**src/rtl/x3q_core_p.sv**
```systemverilog
// x3q_core_p: multi-cycle x3q CPU core with a req/ack memory port, interrupts,
// saved return PC, interrupt enable, flags register and illegal-opcode traps.
module x3q_core_p #(
    parameter int unsigned       DATA_W    = 16,
    parameter logic [DATA_W-1:0] RESET_VEC = DATA_W'(0),
    parameter logic [DATA_W-1:0] IRQ_VEC   = DATA_W'(4),
    parameter logic [DATA_W-1:0] TRAP_VEC  = DATA_W'(8)
) (
    input  logic              clk,
    input  logic              reset,
    input  logic [DATA_W-1:0] mem_rdata,
    input  logic              mem_ack,
    input  logic              irq_in,
    output logic              mem_req,
    output logic              mem_we,
    output logic [DATA_W-1:0] mem_addr,
    output logic [DATA_W-1:0] mem_wdata,
    output logic              irq_ack,
    output logic              trap,
    output logic [DATA_W-1:0] pc_o
);
    localparam int unsigned IW    = 16;
    localparam int unsigned NREG  = 8;
    localparam int unsigned SHAMT = DATA_W - 9;

    localparam logic [3:0] OP_NOP = 4'd0, OP_ALU = 4'd1, OP_ALUI = 4'd2, OP_JMP = 4'd4;
    localparam logic [3:0] OP_LD = 4'd5, OP_ST = 4'd6, OP_LUI = 4'd7, OP_RETI = 4'd8, OP_IE = 4'd9;
    localparam logic [2:0] ALU_ADD = 3'd0, ALU_SUB = 3'd1;

    typedef enum logic [1:0] {S_FETCH, S_IWAIT, S_EXEC, S_DWAIT} state_t;

    state_t            r_state, w_state_nxt;
    logic [DATA_W-1:0] r_pc, w_pc_nxt, r_epc, w_epc_nxt;
    logic              r_ie, w_ie_nxt;
    logic [3:0]        r_flags, w_flags_nxt;   // {C, Z, EQ, GT}
    logic [IW-1:0]     r_ir, w_ir_nxt;
    logic [DATA_W-1:0] r_rf [NREG];
    logic              r_mem_req, w_mem_req_nxt, r_mem_we, w_mem_we_nxt;
    logic [DATA_W-1:0] r_mem_addr, w_mem_addr_nxt, r_mem_wdata, w_mem_wdata_nxt;
    logic              r_irq_ack, w_irq_ack_nxt, r_trap, w_trap_nxt;
    logic              w_rf_we;
    logic [2:0]        w_rf_waddr;
    logic [DATA_W-1:0] w_rf_wdata;

    logic [3:0] w_op;
    logic [2:0] w_s, w_ra, w_rb, w_rd;
    logic [7:0] w_imm8;
    logic [8:0] w_imm9;
    assign w_op   = r_ir[3:0];
    assign w_s    = r_ir[6:4];
    assign w_ra   = r_ir[9:7];
    assign w_rb   = r_ir[12:10];
    assign w_rd   = r_ir[15:13];
    assign w_imm8 = r_ir[15:8];
    assign w_imm9 = r_ir[15:7];

    logic [DATA_W-1:0] w_ra_val, w_rb_val, w_pc_inc;
    assign w_ra_val = (w_ra == 3'd0) ? '0 : r_rf[w_ra];
    assign w_rb_val = (w_rb == 3'd0) ? '0 : r_rf[w_rb];
    assign w_pc_inc = r_pc + DATA_W'(1);

    // ALU operand select: ALUI reuses the ALU with r2 and the zero-extended immediate
    logic [DATA_W-1:0] w_alu_a, w_alu_b, w_alu_res;
    logic [2:0]        w_alu_sel;
    logic [DATA_W:0]   w_sum, w_diff;
    logic              w_alu_c;
    logic [3:0]        w_alu_flags;

    always_comb begin
        w_alu_a   = w_ra_val;
        w_alu_b   = w_rb_val;
        w_alu_sel = w_s;
        if (w_op == OP_ALUI) begin
            w_alu_a   = r_rf[2];
            w_alu_b   = DATA_W'(w_imm8);
            w_alu_sel = w_s[0] ? ALU_SUB : ALU_ADD;
        end
    end

    assign w_sum  = {1'b0, w_alu_a} + {1'b0, w_alu_b};
    assign w_diff = {1'b0, w_alu_a} - {1'b0, w_alu_b};

    always_comb begin
        w_alu_c   = 1'b0;
        w_alu_res = '0;
        case (w_alu_sel)
            3'd0: begin w_alu_res = w_sum[DATA_W-1:0];  w_alu_c = w_sum[DATA_W];  end
            3'd1: begin w_alu_res = w_diff[DATA_W-1:0]; w_alu_c = w_diff[DATA_W]; end
            3'd2: w_alu_res = w_alu_a & w_alu_b;
            3'd3: w_alu_res = w_alu_a | w_alu_b;
            3'd4: w_alu_res = w_alu_a ^ w_alu_b;
            3'd5: w_alu_res = {w_alu_a[DATA_W-2:0], 1'b0};
            3'd6: w_alu_res = {1'b0, w_alu_a[DATA_W-1:1]};
            default: w_alu_res = DATA_W'(w_alu_a < w_alu_b);
        endcase
    end

    assign w_alu_flags = {w_alu_c, (w_alu_res == '0), (w_alu_a == w_alu_b), (w_alu_a > w_alu_b)};

    logic w_cond;
    always_comb begin
        w_cond = 1'b0;
        case (w_s)
            3'd0: w_cond = 1'b1;
            3'd1: w_cond = r_flags[2];
            3'd2: w_cond = r_flags[0];
            3'd3: w_cond = ~r_flags[0];
            3'd4: w_cond = r_flags[1];
            3'd5: w_cond = r_flags[3];
            3'd6: w_cond = ~r_flags[2];
            default: w_cond = 1'b0;
        endcase
    end

    // Next-state and next-output logic; memory address/data hold until the next request
    always_comb begin
        w_state_nxt     = r_state;
        w_pc_nxt        = r_pc;
        w_epc_nxt       = r_epc;
        w_ie_nxt        = r_ie;
        w_flags_nxt     = r_flags;
        w_ir_nxt        = r_ir;
        w_mem_req_nxt   = 1'b0;
        w_mem_we_nxt    = r_mem_we;
        w_mem_addr_nxt  = r_mem_addr;
        w_mem_wdata_nxt = r_mem_wdata;
        w_irq_ack_nxt   = 1'b0;
        w_trap_nxt      = 1'b0;
        w_rf_we         = 1'b0;
        w_rf_waddr      = w_rd;
        w_rf_wdata      = '0;
        case (r_state)
            S_FETCH: begin
                if (r_ie && irq_in) begin
                    w_epc_nxt     = r_pc;
                    w_pc_nxt      = IRQ_VEC;
                    w_ie_nxt      = 1'b0;
                    w_irq_ack_nxt = 1'b1;
                end else begin
                    w_mem_req_nxt  = 1'b1;
                    w_mem_we_nxt   = 1'b0;
                    w_mem_addr_nxt = r_pc;
                    w_state_nxt    = S_IWAIT;
                end
            end
            S_IWAIT: begin
                if (mem_ack && !r_mem_req) begin
                    w_ir_nxt    = mem_rdata[IW-1:0];
                    w_state_nxt = S_EXEC;
                end
            end
            S_EXEC: begin
                w_state_nxt = S_FETCH;
                w_pc_nxt    = w_pc_inc;
                case (w_op)
                    OP_NOP: ;
                    OP_ALU, OP_ALUI: begin
                        w_rf_we     = 1'b1;
                        w_rf_waddr  = (w_op == OP_ALUI) ? 3'd2 : w_rd;
                        w_rf_wdata  = w_alu_res;
                        w_flags_nxt = w_alu_flags;
                    end
                    OP_JMP: begin
                        w_pc_nxt   = w_cond ? w_ra_val : w_pc_inc;
                        w_rf_we    = 1'b1;
                        w_rf_wdata = w_pc_inc;
                    end
                    OP_LD, OP_ST: begin
                        w_pc_nxt        = r_pc;
                        w_mem_req_nxt   = 1'b1;
                        w_mem_we_nxt    = (w_op == OP_ST);
                        w_mem_addr_nxt  = w_ra_val;
                        w_mem_wdata_nxt = (w_op == OP_ST) ? w_rb_val : r_mem_wdata;
                        w_state_nxt     = S_DWAIT;
                    end
                    OP_LUI: begin
                        w_rf_we    = 1'b1;
                        w_rf_waddr = w_s;
                        w_rf_wdata = DATA_W'(w_imm9) << SHAMT;
                    end
                    OP_RETI: begin
                        w_pc_nxt = r_epc;
                        w_ie_nxt = 1'b1;
                    end
                    OP_IE: w_ie_nxt = w_s[0];
                    default: begin
                        w_epc_nxt  = r_pc;
                        w_pc_nxt   = TRAP_VEC;
                        w_ie_nxt   = 1'b0;
                        w_trap_nxt = 1'b1;
                    end
                endcase
            end
            default: begin
                if (mem_ack && !r_mem_req) begin
                    w_rf_we     = ~r_mem_we;
                    w_rf_wdata  = mem_rdata;
                    w_pc_nxt    = w_pc_inc;
                    w_state_nxt = S_FETCH;
                end
            end
        endcase
    end

    always_ff @(posedge clk or posedge reset) begin
        if (reset) begin
            r_state     <= S_FETCH;
            r_pc        <= RESET_VEC;
            r_epc       <= '0;
            r_ie        <= 1'b0;
            r_flags     <= '0;
            r_ir        <= '0;
            r_mem_req   <= 1'b0;
            r_mem_we    <= 1'b0;
            r_mem_addr  <= '0;
            r_mem_wdata <= '0;
            r_irq_ack   <= 1'b0;
            r_trap      <= 1'b0;
        end else begin
            r_state     <= w_state_nxt;
            r_pc        <= w_pc_nxt;
            r_epc       <= w_epc_nxt;
            r_ie        <= w_ie_nxt;
            r_flags     <= w_flags_nxt;
            r_ir        <= w_ir_nxt;
            r_mem_req   <= w_mem_req_nxt;
            r_mem_we    <= w_mem_we_nxt;
            r_mem_addr  <= w_mem_addr_nxt;
            r_mem_wdata <= w_mem_wdata_nxt;
            r_irq_ack   <= w_irq_ack_nxt;
            r_trap      <= w_trap_nxt;
        end
    end

    // r0 is never written, so it stays at its reset value of zero
    always_ff @(posedge clk or posedge reset) begin
        if (reset) begin
            r_rf <= '{default: '0};
        end else if (w_rf_we && (w_rf_waddr != 3'd0)) begin
            r_rf[w_rf_waddr] <= w_rf_wdata;
        end
    end

    assign mem_req   = r_mem_req;
    assign mem_we    = r_mem_we;
    assign mem_addr  = r_mem_addr;
    assign mem_wdata = r_mem_wdata;
    assign irq_ack   = r_irq_ack;
    assign trap      = r_trap;
    assign pc_o      = r_pc;
endmodule

```
**config.mk**
```make
export PLATFORM = sky130hd
export DESIGN_NAME = x3q_core_p
export DESIGN_NICKNAME = d
export VERILOG_FILES = /design/src/rtl/x3q_core_p.sv
export SDC_FILE = /design/constraint.sdc
export NUM_CORES = 1
export LEC_CHECK = 0
export ABC_AREA = 0
export BUFFER_PORTS_ARGS = -buffer_cell sky130_fd_sc_hd__buf_4
export CELL_PAD_IN_SITES_DETAIL_PLACEMENT = 0
export CELL_PAD_IN_SITES_GLOBAL_PLACEMENT = 1
export CORE_ASPECT_RATIO = 0.5
export CORE_MARGIN = 1
export CORE_UTILIZATION = 50
export CTS_BUF_LIST = sky130_fd_sc_hd__clkbuf_8
export DETAILED_ROUTE_END_ITERATION = 10
export HOLD_SLACK_MARGIN = 0.06
export PLACE_DENSITY_LB_ADDON = 0.1
export SETUP_SLACK_MARGIN = 0.2
export SLEW_MARGIN = 0
export SYNTH_ARGS = -nofsm -noshare
export SYNTH_HDL_FRONTEND = slang
export SYNTH_SLANG_ARGS = --single-unit
```
**constraint.sdc**
```tcl
create_clock -name clk -period 9.9 [get_ports clk]
set_clock_uncertainty 0.2 [all_clocks]
set_input_delay 1.98 -clock clk [delete_from_list [all_inputs] [get_ports clk]]
set_output_delay 1.98 -clock clk [all_outputs]
set_load 0.005 [all_outputs]
```
# Word-level counts from Yosys, hierarchy flattened
# Cells that the tools add are included.
# Widths: inputs -> output; s select.
# op_classes
n_reduce_logical,30
mux,56
n_addsub,3
n_eq_ne,30
bitwise_logic,10
magnitude_cmp,6
# ops
op,n
$mux 16,17
$bwmux 128,1
$pmux 16 s7,1
$bmux 16 s3,2
$pmux 16 s2,3
$pmux 16 s3,2
$pmux 16 s4,1
$demux 16 s3,1
$eq 3x3->1 const B,6
$add 16x16->17,1
$sub 16x16->17,1
$add 16x1->16 const B,1
$and 16x16->16,1
$eq 16x16->1,1
$eq 4x3->1 const B,4
$gt 16x16->1,1
$logic_not 16->1,1
$lt 16x16->1,1
$or 16x16->16,1
$xor 16x16->16,1
$reduce_and 3->1,5
$eq 3x2->1 const B,4
$ge 4x4->1 const B,3
$logic_not 3->1,4
other kinds (32),71
# word_totals
inputBits,20
regBits,219
word_cells,155

# Longest topological paths before layout
# Gate-level depths: netlist of run 1.
# depth
depth_word,11
depth_mapped,19
ltp_nobuf,17

# Worst setup path after synthesis of run 1
# Ideal clock, no wire load.
# synth_timing
path_type,flip-flop to flip-flop
startpoint,register r_ir[10]
endpoint,register r_rf[26] in the netlist's numbering
period_less_slack_ns,4.921
required_ns,9.635
stages_incl_launch_ff,17
arrival_time_ns,4.656
path_slack_ns,4.979
n_path_buf,2
setup_ns,0.065
cell_sequence,dfrtp_1 clkbuf_1 clkbuf_1 mux4_2 o21ai_0 o21ai_0 ha_1 fa_1 nor2b_1 o21ai_0 a31oi_1 o21ai_0 or4_1 nand3_1 a222oi_1 o21ai_1 mux2_2
# synth_between
elab_chain_cells,11
elab_cells_between_ends,16
cone_classes,add/sub (2); mux (9); bitwise (4); reduce/logical (1)
# synth_rtl
element,line_no,text
start: declaration,36,"logic [IW-1:0] r_ir, w_ir_nxt;"
start signal: assignment,225,r_ir <= w_ir_nxt;
$not 3->4 (not written as such),59,assign w_rb_val = (w_rb == 3'd0) ? '0 : r_rf[w_rb];
$bmux 16 s3,59,
$mux 16 (not written as such) (2 in a row),59,
$mux 16,59,
$mux 16,73,if (w_op == OP_ALUI) begin
$sub 16x16->17 (tied with other cells),81,"assign w_diff = {1'b0, w_alu_a} - {1'b0, w_alu_b};"
$pmux 16 s7,86,case (w_alu_sel)
$pmux 16 s3 (*),155,case (w_op)
$pmux 16 s2 (*),132,case (r_state)
$bwmux 128 (*),240,r_rf[w_rf_waddr] <= w_rf_wdata;
end signal: indexed assignment,240,
end: declaration,37,logic [DATA_W-1:0] r_rf [NREG];
# Every way passes the cells marked *; elsewhere a longest branch is shown, timed or not. The select of a mux whose other input is x is not followed.
# A chain may end at the register's enable or synchronous reset.

# Final worst setup path of run 1
# layout_timing
startpoint,register r_ir[9]
endpoint,register r_rf[101] in the netlist's numbering
# layout_between
elab_chain_cells,11
elab_cells_between_ends,17
cone_classes,add/sub (2); mux (10); bitwise (4); reduce/logical (1)
# layout_rtl
element,line_no,text
$not 3->4 (not written as such),58,assign w_ra_val = (w_ra == 3'd0) ? '0 : r_rf[w_ra];
$bmux 16 s3,58,
$mux 16 (not written as such) (2 in a row),58,
$mux 16,58,
$mux 16,73,
$sub 16x16->17 (tied with other cells),81,
$pmux 16 s7 (*),86,
$pmux 16 s3 (*),155,
$pmux 16 s2 (*),132,
$bwmux 128 (*),240,
# Marks and branches as above.

==> flow_metrics.env, run 1 <==
export IMPL_status="finished, final reports clean"
export IMPL_portBuffers=71
export IMPL_cts_path_max_buffers=3
export IMPL_clock_sinks=208
export IMPL_clock_root_buffer="clkbuf_8"
export IMPL_wl_per_cell_um=26.3
export IMPL_critPathKind="reg -> reg"
export IMPL_rsz0062_at_grt="no"
export IMPL_post_synth_top_area_cell="dfrtp_1"
export IMPL_dpl_hpwl_um=37400
export IMPL_synth_fp_nets=1644
export IMPL_grt_max_degree=143
export IMPL_drcViolationCount=0
export IMPL_synth_area_top_cells="dfrtp_1, o21ai_0, mux2_2"
export IMPL_cts_made_buffers=31
export IMPL_clk_pin_slew_ps=80
export IMPL_core_um2=27000
export IMPL_grtUsageTotal=0.366
export IMPL_hold_buffers=0
export IMPL_insertion_delay_ps=640
export IMPL_yosysTopAreaCellShare=0.371
export IMPL_slew_headroom=0.0591
export IMPL_slowest_stage="o21ai_0"
export IMPL_crit_path_end_kind="register"
export IMPL_yosys_most_used_dff="dfrtp_1"
export IMPL_synth_edf_count=0
export IMPL_max_freq_mhz=153
export IMPL_area_growth_pct=9.87
export IMPL_async_reset_ff_frac=1.00
export IMPL_postCtsSetupBuffers=0
export IMPL_ctsResizeCount=0
export IMPL_tightest_slew_ps=1400
export IMPL_synth_seq_area_share=0.371
export IMPL_antenna_found_initial=2
export IMPL_num_antenna_cells=0
export IMPL_hp_start="r_rf[121]"
export IMPL_critPathLaunchType="register"
export IMPL_grt_pass1_vias=12200
export IMPL_grt_pass1_wl_um=77900
export IMPL_start_util=0.519
export IMPL_dieHeight_um=120
export IMPL_yosysUniqueCellTypes=76
export IMPL_arrival_ps=6810
export IMPL_drive_gt1_frac=0.176
export IMPL_max_stage_delay_ps=1300
export IMPL_fin_tns_setup_ps=0
export IMPL_io_pins=72
export IMPL_path_max_fanout=17
export IMPL_via_per_inst=6.54
export IMPL_dieArea_um2=28800
export IMPL_postLayoutCoreUtil=0.570
export IMPL_gp_congestion=0.990
export IMPL_cts_max_level=1
export IMPL_finalSetupViolCount=0
export IMPL_fp_row_count=42
export IMPL_cp_required_ps=10160
export IMPL_path_buf_inv=1
export IMPL_max_cap_violations=0
export IMPL_grt_overflow=0
export IMPL_worst_path_most_repeated_cell="o21ai_0"
export IMPL_fin_nets=1659
export IMPL_vias=13000
export IMPL_final_cell_mix="dfrtp_1, nand2_1, nor2_1"
export IMPL_ant_nets=0
export IMPL_hold_class="reg -> reg"
export IMPL_yosys_register_bits=208
export IMPL_yosysWarnings=0
export IMPL_fin_crit_sh=0.662
export IMPL_r2r_start="r_ir[9]"
export IMPL_syn_inst=1572
export IMPL_final_max_slew_viol_count=0
export IMPL_die_x_um=239
export IMPL_syn_area_per_cell_um2=8.92
export IMPL_hold_viol=0
export IMPL_final_common_cell="dfrtp_1"
export IMPL_synth_cell_area_um2=14000
export IMPL_period_minus_slack_ps=6550
export IMPL_cts_tree="yes"
export IMPL_cp_top_family="compound AO/OA/AOI/OAI gates"
export IMPL_worstSetupStartpoint="r_ir[9]"
export IMPL_wirelength_um=52200
export IMPL_drtIter0Drc=1558
export IMPL_path_cells="clkinv_1 > o21ai_0 > nand2_1 > o21a_1 > ha_1 > nand2b_1 > a221o_1 > a21o_1 > a22oi_1 > xnor2_1 > o221ai_1 > a222oi_1 > o21ai_0"
export IMPL_firstDrtPassIters=7
cell families (layout without fill, tap and decap cells):
family                   after synthesis  count (layout)  share of synthesized area
AO/OA/AOI/OAI                        511             511                      0.234
AND/OR/NAND/NOR                      464             464                      0.150
flip-flops                           208             208                      0.371
buffers and inverters                180             219                     0.0535
multiplexers                         132             132                      0.129
adder cells (fa/ha/maj)               52              52                     0.0475
XOR/XNOR                              25              25                     0.0156
per-stage QoR:
step | std cells | cell area, um^2 | hold slack, ps | worst slack (ps)
final | 1985 | 15400 | 179 | 3350
after global routing | 1985 | 15400 | 195 | 3110
after CTS | 1985 | 15400 | 179 | 3400
after detailed placement | 1928 | 14800 | 163 | 3440
after global placement | 1928 | 14800 | 163 | 3540
after floorplan | 1572 | 14000 | 225 | 2040
flip-flops by register name (all words and copies together), names as in the netlist:
register	count
mem_wdata	16
mem_req	1
mem_we	1
r_ir	16
r_epc	16
r_state	2
pc_o	16
r_ie	1
mem_addr	16
r_flags	4
irq_ack	1
r_rf	117
trap	1
area by class of cell:
class	instances	area, um^2
Fill cell	2473	11600
Multi-Input combinational cell	1184	8090
Sequential cell	208	5210
Timing Repair Buffer	104	781
Clock buffer	40	551
Tap cell	374	468
Inverter	58	225
Clock inverter	17	77.6
synth_stat cells (9+ instances only):
cell and instances:
a211oi_1 13, a21o_1 13, a21oi_1 130, a221o_1 24, a221oi_1 10, a22oi_1 25
a31oi_1 13, and2_1 9, buf_2 15, clkbuf_1 88, dfrtp_1 208, ha_1 50
inv_1 56, mux2_2 64, mux2i_1 33, mux4_2 32, nand2_1 177, nand2b_1 16
nand3_1 20, nand4_1 9, nor2_1 157, nor2b_1 23, nor3_1 16, o211ai_1 12
o21a_1 18, o21ai_0 155, o21ai_1 13, o221ai_1 16, o22ai_1 14, xnor2_1 16
xor2_1 9
worst paths after layout:
kind / cells past startpoint / end / slack (ps)
setup / recovery: 13 / r_rf[101] / 3350
hold / removal: 0 / r_rf[121] / 180
setup reg to reg: 13 / r_rf[101] / 3350
hold reg to reg: 0 / r_rf[121] / 180
max in group asynchronous: 3 / mem_addr[6] / 6660
min in group asynchronous: 2 / r_rf[94] / 1370
routing by layer:
metal | wire length [um] | vias to the layer above | global-route usage | share of wire
li1 | - | 5721 | - | -
met1 | 23000 | 6450 | 0.538 | 0.44
met2 | 21300 | 739 | 0.517 | 0.41
met3 | 6810 | 73 | 0.123 | 0.13
met4 | 1060 | 0 | 0.0769 | 0.020
met5 | 0 | - | 0 | 0
Power of run 1 is not shown: default switching activity piles up to over one toggle a cycle in this logic, so the estimate is an artifact.
==> inputs of run 2 (changes only) <==
--- a/config.mk
+++ b/config.mk
@@ -11,7 +11,7 @@
 export CELL_PAD_IN_SITES_GLOBAL_PLACEMENT = 1
 export CORE_ASPECT_RATIO = 0.5
 export CORE_MARGIN = 1
-export CORE_UTILIZATION = 50
+export CORE_UTILIZATION = 45
 export CTS_BUF_LIST = sky130_fd_sc_hd__clkbuf_8
 export DETAILED_ROUTE_END_ITERATION = 10
 export HOLD_SLACK_MARGIN = 0.06
==> constraint.sdc (replaced) <==
create_clock -name clk -period 5.55 [get_ports clk]
set_clock_uncertainty 0.2 [all_clocks]
set_input_delay 1.11 -clock clk [delete_from_list [all_inputs] [get_ports clk]]
set_output_delay 1.11 -clock clk [all_outputs]
set_load 0.005 [all_outputs]
==> flow_metrics.env, run 2 (synthesis results as in run 1) <==
export IMPL_slew_headroom=0.323
export IMPL_hold_class="reg -> reg"
export IMPL_dpl_hpwl_um=39800
export IMPL_gp_congestion=0.960
export IMPL_arrival_ps=5490
export IMPL_tightest_slew_ps=1010
export IMPL_max_flop_register="r_rf"
export IMPL_hold_buffers=0
export IMPL_wirelength_um=53600
export IMPL_cts_made_buffers=34
export IMPL_hp_start="r_rf[119]"
export IMPL_portBuffers=71
export IMPL_dieHeight_um=127
export IMPL_cts_max_level=2
export IMPL_cts_tree="yes"
export IMPL_rsz0062_at_grt="yes"
export IMPL_path_max_fanout=24
export IMPL_antenna_found_initial=1
export IMPL_grt_overflow=0
export IMPL_grt_pass1_wl_um=80500
export IMPL_clk_pin_slew_ps=60
export IMPL_final_common_cell="dfrtp_1"
export IMPL_fin_nets=1714
export IMPL_vias=12900
export IMPL_via_per_inst=6.19
export IMPL_ant_nets=0
export IMPL_period_minus_slack_ps=5270
export IMPL_grtUsageTotal=0.338
export IMPL_status="finished, final reports clean"
export IMPL_firstDrtPassIters=6
export IMPL_fin_tns_setup_ps=0
export IMPL_die_x_um=252
export IMPL_max_cap_violations=0
export IMPL_io_pins=72
export IMPL_finalSetupViolCount=0
export IMPL_r2r_end="r_rf[76]"
export IMPL_largest_register_ffs=117
export IMPL_grt_pass1_vias=12200
export IMPL_max_freq_mhz=190
export IMPL_final_max_slew_viol_count=0
export IMPL_hold_ws_ps=186
export IMPL_dieArea_um2=31900
export IMPL_clock_root_buffer="clkbuf_8"
export IMPL_grt_max_degree=131
export IMPL_r2r_cells=14
export IMPL_insertion_delay_ps=580
export IMPL_hold_viol=0
export IMPL_fp_row_count=45
export IMPL_start_util=0.460
export IMPL_critPathLaunchType="register"
export IMPL_critPathKind="reg -> reg"
export IMPL_wl_per_cell_um=25.7
export IMPL_final_cell_mix="dfrtp_1, nand2_1, nor2_1"
export IMPL_clock_sinks=208
export IMPL_crit_path_end_kind="register"
export IMPL_drive_gt1_frac=0.206
export IMPL_r2r_start="r_ir[10]"
export IMPL_min_to="r_rf[119]"
export IMPL_fin_crit_sh=0.949
export IMPL_drcViolationCount=0
export IMPL_core_um2=30500
export IMPL_drtIter0Drc=1361
export IMPL_area_growth_pct=14.0
export IMPL_r2r_setup_slack_ps=280
export IMPL_hold_depth=0
export IMPL_cp_required_ps=5770
export IMPL_cts_path_max_buffers=3
## run 2: worst max-delay path by stage
| stage | start | end | depth (start not counted) |
|---|---|---|---|
| after global placement | r_ir[7] | r_rf[59] | 15 |
| after floorplan | r_ir[10] | r_rf[26] | 16 |
| final | r_ir[10] | r_rf[76] | 14 |
| after global routing | r_ir[8] | r_rf[60] | 15 |
| after CTS | r_ir[8] | r_rf[103] | 16 |
| after detailed placement | r_ir[7] | r_rf[43] | 15 |
## run 2: metrics by stage
stage          area, um^2  std cells  setup slack, ps  utilization
3_3_place_gp        15300       2029              284        0.502
6_report            16000       2084              281        0.525
4_1_cts             16000       2082              340        0.524
5_1_grt             16000       2082              184        0.525
3_5_place_dp        15300       2029              200        0.502
2_1_floorplan       14000       1572              629            -
## run 2: cell type report
cell class | instances | area [um^2]
timing repair buffer | 156 | 1240
sequential | 208 | 5210
fill | 2864 | 14500
antenna | 2 | 5.00
inverter | 58 | 221
multi-input combinational | 1184 | 8110
clock inverter | 12 | 98.8
clock buffer | 41 | 564
tap | 423 | 529
## run 2: routing by layer
| metal | global-route usage | wire [um] | up-vias |
|---|---|---|---|
| met1 | 0.506 | 25100 | 6372 |
| met2 | 0.479 | 22000 | 607 |
| li1 | - | - | 5835 |
| met4 | 0.0760 | 955 | 0 |
| met3 | 0.0938 | 5520 | 79 |
| met5 | 0 | 0 | - |
## run 2: critical path, cell delays in order (launching register included)
cell and delay, ps:
dfrtp_2 410, buf_6 270, mux4_2 540, o21ai_0 520, o21a_1 250, ha_1 260
nor2b_1 160, o21ai_0 390, a31oi_2 220, a311oi_1 580, and2_1 210, o211ai_1 200
a221o_1 510, a22oi_4 290, a21oi_1 100
## run 2: timing repair
| item | CTS | global route |
|---|---|---|
| endpoints found under the setup margin | 2 | 48 |
| cloned | 0 | 0 |
| gates resized for setup | 1 | 7 |
| buffers inserted | 0 | 0 |
Power of run 2 is left out for the same reason.
